`config.mk`:
```
export PLATFORM = sky130hd
export DESIGN_NAME = genius_seq_ctrl
export DESIGN_NICKNAME = d
export VERILOG_FILES = /design/src/rtl/genius_seq_ctrl.sv
export SDC_FILE = /design/constraint.sdc
export NUM_CORES = 1
export LEC_CHECK = 0
export BUFFER_PORTS_ARGS = -buffer_cell sky130_fd_sc_hd__buf_2
export CAP_MARGIN = 20
export CORE_ASPECT_RATIO = 0.8
export CORE_MARGIN = 2
export CORE_UTILIZATION = 60
export CTS_BUF_LIST = sky130_fd_sc_hd__clkbuf_4
export CTS_CLUSTER_SIZE = 12
export DETAILED_ROUTE_END_ITERATION = 7
export GPL_ROUTABILITY_DRIVEN = 0
export PLACE_DENSITY = 0.81
export SYNTH_ARGS = -nofsm -noshare
export SYNTH_HDL_FRONTEND = slang
export SYNTH_SLANG_ARGS = --single-unit
```
`constraint.sdc`:
```
create_clock -name clk -period 4.6 [get_ports clk]
set_input_delay 0.69 -clock clk [delete_from_list [all_inputs] [get_ports clk]]
set_output_delay 0.69 -clock clk [all_outputs]
set_load 0.01 [all_outputs]
```
`src/rtl/genius_seq_ctrl.sv`:
```
// Genius (Simon) sequence controller: grows a random colour sequence one entry
// per round, plays it on the LEDs, then checks the player's presses against it.
module genius_seq_ctrl #(
  parameter  int DATA_WIDTH     = 8,
  parameter  int MAX_LEN        = 16,
  parameter  int SHOW_CYCLES    = 4,
  parameter  int GAP_CYCLES     = 2,
  parameter  int TIMEOUT_CYCLES = 64,
  localparam int LW             = $clog2(MAX_LEN + 1)
) (
  input  logic                  clk,
  input  logic                  rst_n,
  input  logic                  start,
  input  logic [DATA_WIDTH-1:0] rnd,
  input  logic [3:0]            btn,
  input  logic                  btn_valid,
  output logic                  rnd_req,
  output logic [3:0]            led,
  output logic                  input_en,
  output logic [LW-1:0]         level,
  output logic                  busy,
  output logic                  win,
  output logic                  lose
);

  localparam int IW   = $clog2(MAX_LEN);
  localparam int CMAX = (SHOW_CYCLES > GAP_CYCLES) ? SHOW_CYCLES : GAP_CYCLES;
  localparam int CW   = $clog2(CMAX + 1);
  localparam int TW   = $clog2(TIMEOUT_CYCLES + 1);

  typedef enum logic [2:0] {
    S_IDLE, S_ADD, S_SHOW_ON, S_SHOW_OFF, S_WAIT_IN, S_WIN, S_LOSE
  } state_e;

  state_e        state_q;
  logic [LW-1:0] level_q;
  logic [IW-1:0] idx_q;
  logic [CW-1:0] cnt_q;
  logic [TW-1:0] tmo_q;
  logic [3:0]    led_q;
  logic          rnd_req_q;
  logic          input_en_q;
  logic          busy_q;
  logic          win_q;
  logic          lose_q;
  logic [1:0]    seq_q [MAX_LEN];

  logic          idx_last;
  logic [1:0]    first_col;
  logic          unused_rnd;

  function automatic logic [3:0] onehot(input logic [1:0] col);
    return 4'b0001 << col;
  endfunction

  assign idx_last   = (LW'(idx_q) == level_q - LW'(1));
  // In round one seq[0] is written on the same edge that starts playback.
  assign first_col  = (level_q == '0) ? rnd[1:0] : seq_q[0];
  assign unused_rnd = ^rnd[DATA_WIDTH-1:2];

  // NOTE: the sequence store has no reset; every entry is written in ADD
  // before playback or press checking can ever read it.
  always_ff @(posedge clk) begin
    if (state_q == S_ADD && level_q < LW'(MAX_LEN)) begin
      seq_q[level_q[IW-1:0]] <= rnd[1:0];
    end
  end

  // NOTE: non-blocking assignments everywhere in sequential logic, so each
  // branch below reads the pre-edge register values.
  always_ff @(posedge clk or negedge rst_n) begin
    if (!rst_n) begin
      state_q    <= S_IDLE;
      level_q    <= '0;
      idx_q      <= '0;
      cnt_q      <= '0;
      tmo_q      <= '0;
      led_q      <= '0;
      rnd_req_q  <= 1'b0;
      input_en_q <= 1'b0;
      busy_q     <= 1'b0;
      win_q      <= 1'b0;
      lose_q     <= 1'b0;
    end else begin
      rnd_req_q <= 1'b0;
      case (state_q)
        S_IDLE, S_WIN, S_LOSE: begin
          if (start) begin
            state_q   <= S_ADD;
            level_q   <= '0;
            rnd_req_q <= 1'b1;
            busy_q    <= 1'b1;
            win_q     <= 1'b0;
            lose_q    <= 1'b0;
          end
        end
        S_ADD: begin
          if (level_q < LW'(MAX_LEN)) level_q <= level_q + LW'(1);
          idx_q   <= '0;
          cnt_q   <= '0;
          led_q   <= onehot(first_col);
          state_q <= S_SHOW_ON;
        end
        S_SHOW_ON: begin
          if (cnt_q == CW'(SHOW_CYCLES - 1)) begin
            cnt_q   <= '0;
            led_q   <= '0;
            state_q <= S_SHOW_OFF;
          end else begin
            cnt_q <= cnt_q + CW'(1);
          end
        end
        S_SHOW_OFF: begin
          if (cnt_q == CW'(GAP_CYCLES - 1)) begin
            cnt_q <= '0;
            if (idx_last) begin
              idx_q      <= '0;
              tmo_q      <= '0;
              input_en_q <= 1'b1;
              state_q    <= S_WAIT_IN;
            end else begin
              idx_q   <= idx_q + IW'(1);
              led_q   <= onehot(seq_q[idx_q + IW'(1)]);
              state_q <= S_SHOW_ON;
            end
          end else begin
            cnt_q <= cnt_q + CW'(1);
          end
        end
        S_WAIT_IN: begin
          // A press on the final timeout cycle wins over the timeout.
          if (btn_valid) begin
            if (btn != onehot(seq_q[idx_q])) begin
              input_en_q <= 1'b0;
              busy_q     <= 1'b0;
              lose_q     <= 1'b1;
              state_q    <= S_LOSE;
            end else if (!idx_last) begin
              idx_q <= idx_q + IW'(1);
              tmo_q <= '0;
            end else if (level_q == LW'(MAX_LEN)) begin
              input_en_q <= 1'b0;
              busy_q     <= 1'b0;
              win_q      <= 1'b1;
              state_q    <= S_WIN;
            end else begin
              input_en_q <= 1'b0;
              rnd_req_q  <= 1'b1;
              state_q    <= S_ADD;
            end
          end else if (tmo_q == TW'(TIMEOUT_CYCLES - 1)) begin
            input_en_q <= 1'b0;
            busy_q     <= 1'b0;
            lose_q     <= 1'b1;
            state_q    <= S_LOSE;
          end else begin
            tmo_q <= tmo_q + TW'(1);
          end
        end
        default: state_q <= S_IDLE;
      endcase
    end
  end

  assign rnd_req  = rnd_req_q;
  assign led      = led_q;
  assign input_en = input_en_q;
  assign level    = level_q;
  assign busy     = busy_q;
  assign win      = win_q;
  assign lose     = lose_q;

endmodule
```
==> summary.md <==
| Metric | Value |
|---|---|
| Worst-Margin Slew | `approximately 0.83 ns` |
| Reg2Reg Depth | `7` |
| GR Util All Layers | `25.3%` |
| Number of synthesized flops with an enable pin | `32` |
| Ys flop type | `edfxtp_1` |
| Fin crit period | `3.38 ns` |
| RR Endpoint | `idx_q[3]` |
| Synth top area cells | `edfxtp_1, dfrtp_1, mux4_1, mux4_2, nor2_1` |
| Setup Viol. Count Final | `0` |
| Worst R2R Start | `idx_q[0]` |
| Clk buf depth | `2` |
| Yosys top cell area share | `around a quarter` |
| First-pass DRT Iterations | `5` |
| Antenna Cells | `0` |
| Status | `completed` |
| Flops & latches, synth | `63` |
| Leakage | `roughly 1.5 nW` |
| Post-route insts no fill | `430` |
| Post-cts gate resize count | `0` |
| Met2 wire length | `3.49 mm` |
| Layout Nets | `372` |
| Util after Layout | `approximately 67%` |
| Post-DRT Antenna Nets | `0` |
| Die area | `around 6700 µm²` |
| Die height | `73.7 µm` |
| Avg Cell Area, Syn | `11.3 µm²` |
| 1st-iter DRT viols | `188` |
| Drt drc | `0` |
| Setup TNS | `0 ns` |
| Via Count | `2,719` |
| I/O Pins | `30` |
| Hold Path Class | `in -> async` |
| Max transition margin | `between 40% and 50%` |
| Mapped Nets | `350` |
| Initial Util | `62.0%` |
| Sink Count | `63` |
| P per Cell Area | `580 nW/µm²` |
| Reg2reg setup slack | `1.22 ns` |
| Cell Rows | `25` |
| Remaining Overflow, GRT | `0` |
| Avg WL per Cell | `18.3 µm` |
| Post-synthesis sequential area ratio | `47.6%` |
| RSZ-0062 raised after global routing | `false` |
| Largest net degree at the start of global routing | `32` |
| First-pass GRT wire length | `12.9 mm` |
| Reg clk slew, reported paths | `0.11 ns` |
| Startpoint Class | `flip-flop` |
| Clk root buf | `clkbuf_4` |
| Max Transition Viols Final | `0` |
| Critical Path AT | `around 3.7 ns` |
| Netlist cell types | `52` |
| Crit path max fanout | `12` |
| Area grow syn2layout | `7.59%` |
| Synthesized area | `approximately 3600 µm²` |
| Peak supply drop | `0.377 mV` |
| WL met3 | `608 µm` |
| F_max | `295 MHz` |
| CTS tree | `yes` |
| Clock insertion delay at the later pin of the skew report | `~0.41 ns` |
| Vias in the first global route | `2,548` |
| Hpwl dp | `5.73 mm` |
| Area of the core | `5880 µm²` |
| Fraction of layout cells with a size suffix above 1 | `16.9%` |
| Buffers on Ports | `23` |
| Placed cell count | `414` |
| Critical Path RT | `4.90 ns` |
| Ys async rst share | `49.2%` |
| Layout Skew | `0.0176 ns` |
| Syn. warnings | `0` |
| H-tree levels | `3` |
| Initial antenna violation count | `0` |
| Top Metal Used | `met4` |
| Routed wire length | `7.87 mm` |
| Final Hold Viols | `0` |
| Crit path kind | `reg -> reg` |
| Post-Synthesis Cells | `322` |
| Met1 Wirelength | `~3.7 mm` |
| Max-cap viol count | `0` |
| Vias/cell | `6.32` |
| Tcrit/Tclk final | `73.6%` |
| Post-CTS Setup Bufs | `0` |
| Worst setup EP type | `flip-flop` |
| Cell type with the largest total area after synthesis | `edfxtp_1` |
| # hold bufs at CTS | `0` |
| Total CTS buffers | `9` |
| Die span in x | `91.1 µm` |
==> worst max-delay path by stage <==
stage | from | endpoint
2_1_floorplan | idx_q[0] | idx_q[3]
3_3_place_gp | idx_q[0] | idx_q[3]
3_5_place_dp | idx_q[0] | idx_q[3]
4_1_cts | idx_q[0] | idx_q[3]
5_1_grt | idx_q[0] | idx_q[3]
6_report | idx_q[0] | idx_q[3]
==> area by class of cell <==
cell class / count / area (µm²)
clock buffers: 11 / 82.6
clock inverters: 5 / 26.3
fillers: 483 / 1960
inverters: 12 / 45.0
multi-input cells: 234 / 1810
flip-flops and latches: 63 / 1740
well taps: 81 / 101
repair buffers: 24 / 123
==> cell usage after synthesis (all sizes together), types with 3 or more instances <==
| cell type | n |
|---|---|
| nor2b | 5 |
| ha | 12 |
| a21o | 4 |
| inv | 12 |
| nand4 | 3 |
| nand2 | 25 |
| xnor2 | 6 |
| mux2i | 5 |
| nor3 | 7 |
| a211oi | 3 |
| o21a | 3 |
| and2 | 3 |
| mux2 | 4 |
| a21oi | 18 |
| nor2 | 42 |
| nand3 | 5 |
| mux4 | 17 |
| xor2 | 8 |
| a22o | 4 |
| nand2b | 6 |
| clkbuf | 12 |
| edfxtp | 32 |
| o31ai | 6 |
| dfrtp | 31 |
| and3 | 4 |
| o2bb2ai | 4 |
| o21ai | 11 |
==> routing by layer <==
metal,track usage (%),vias to the layer above
li1,-,1257
met1,38.0,1335
met2,37.7,117
met3,6.15,10
met4,5.89,0
met5,0,-
==> cell families after synthesis <==
group | share of synthesized area, %
AOI/OAI and AO/OA | 13.5
DFF | 47.6
buffers and inverters | 2.78
muxes | 13.9
and+or+nand+nor | 14.7
xor gates and xnor gates | 3.36
adders and majority gates | 4.12
==> registers in the layout (all words and copies together) (netlist names) <==
signal    flops
level         5
led           4
cnt_q         3
win           1
seq_q        32
idx_q         4
rnd_req       1
busy          1
state_q       3
lose          1
input_en      1
tmo_q         7
==> placed cells by master (no fill, tap or decap), drive strengths merged, types with 6 or more instances in the layout <==
master	Yosys	routed
inv	12	12
mux4	17	17
buf	1	24
a21oi	18	18
xor2	8	8
o21ai	11	11
ha	12	12
edfxtp	32	32
nor3	7	7
xnor2	6	6
nand2	25	25
dfrtp	31	31
nor2	42	42
o31ai	6	6
clkbuf	12	11
nand2b	6	6
==> where the power goes <==
group | total (mW) | switching, mW | internal [mW]
clock network | 0.313 | 0.195 | 0.119
registers | 0.852 | 0.162 | 0.690
logic | 1.11 | 0.621 | 0.487
total | 2.27 | 0.978 | 1.30
==> critical path: stages (launching register included) <==
cell and delay [ns]:
dfrtp_1 0.69, mux4_1 0.68, mux4_2 0.54, or3b_4 0.40, a211oi_4 0.32, nor3_1 0.14, nor2_1 0.17, mux2_2 0.35
==> through the flow <==
step	hold WS (ns)	power, mW	setup WS [ns]	area (µm²)
global route	0.358	2.44	1.10	3920
global placement	0.458	1.91	1.31	3810
finish	0.323	2.27	1.22	3920
floorplan	0.394	1.68	1.68	3640
CTS	0.329	2.27	1.23	3920
detailed placement	0.461	1.95	1.24	3810
(Power assumes the default switching activity.)
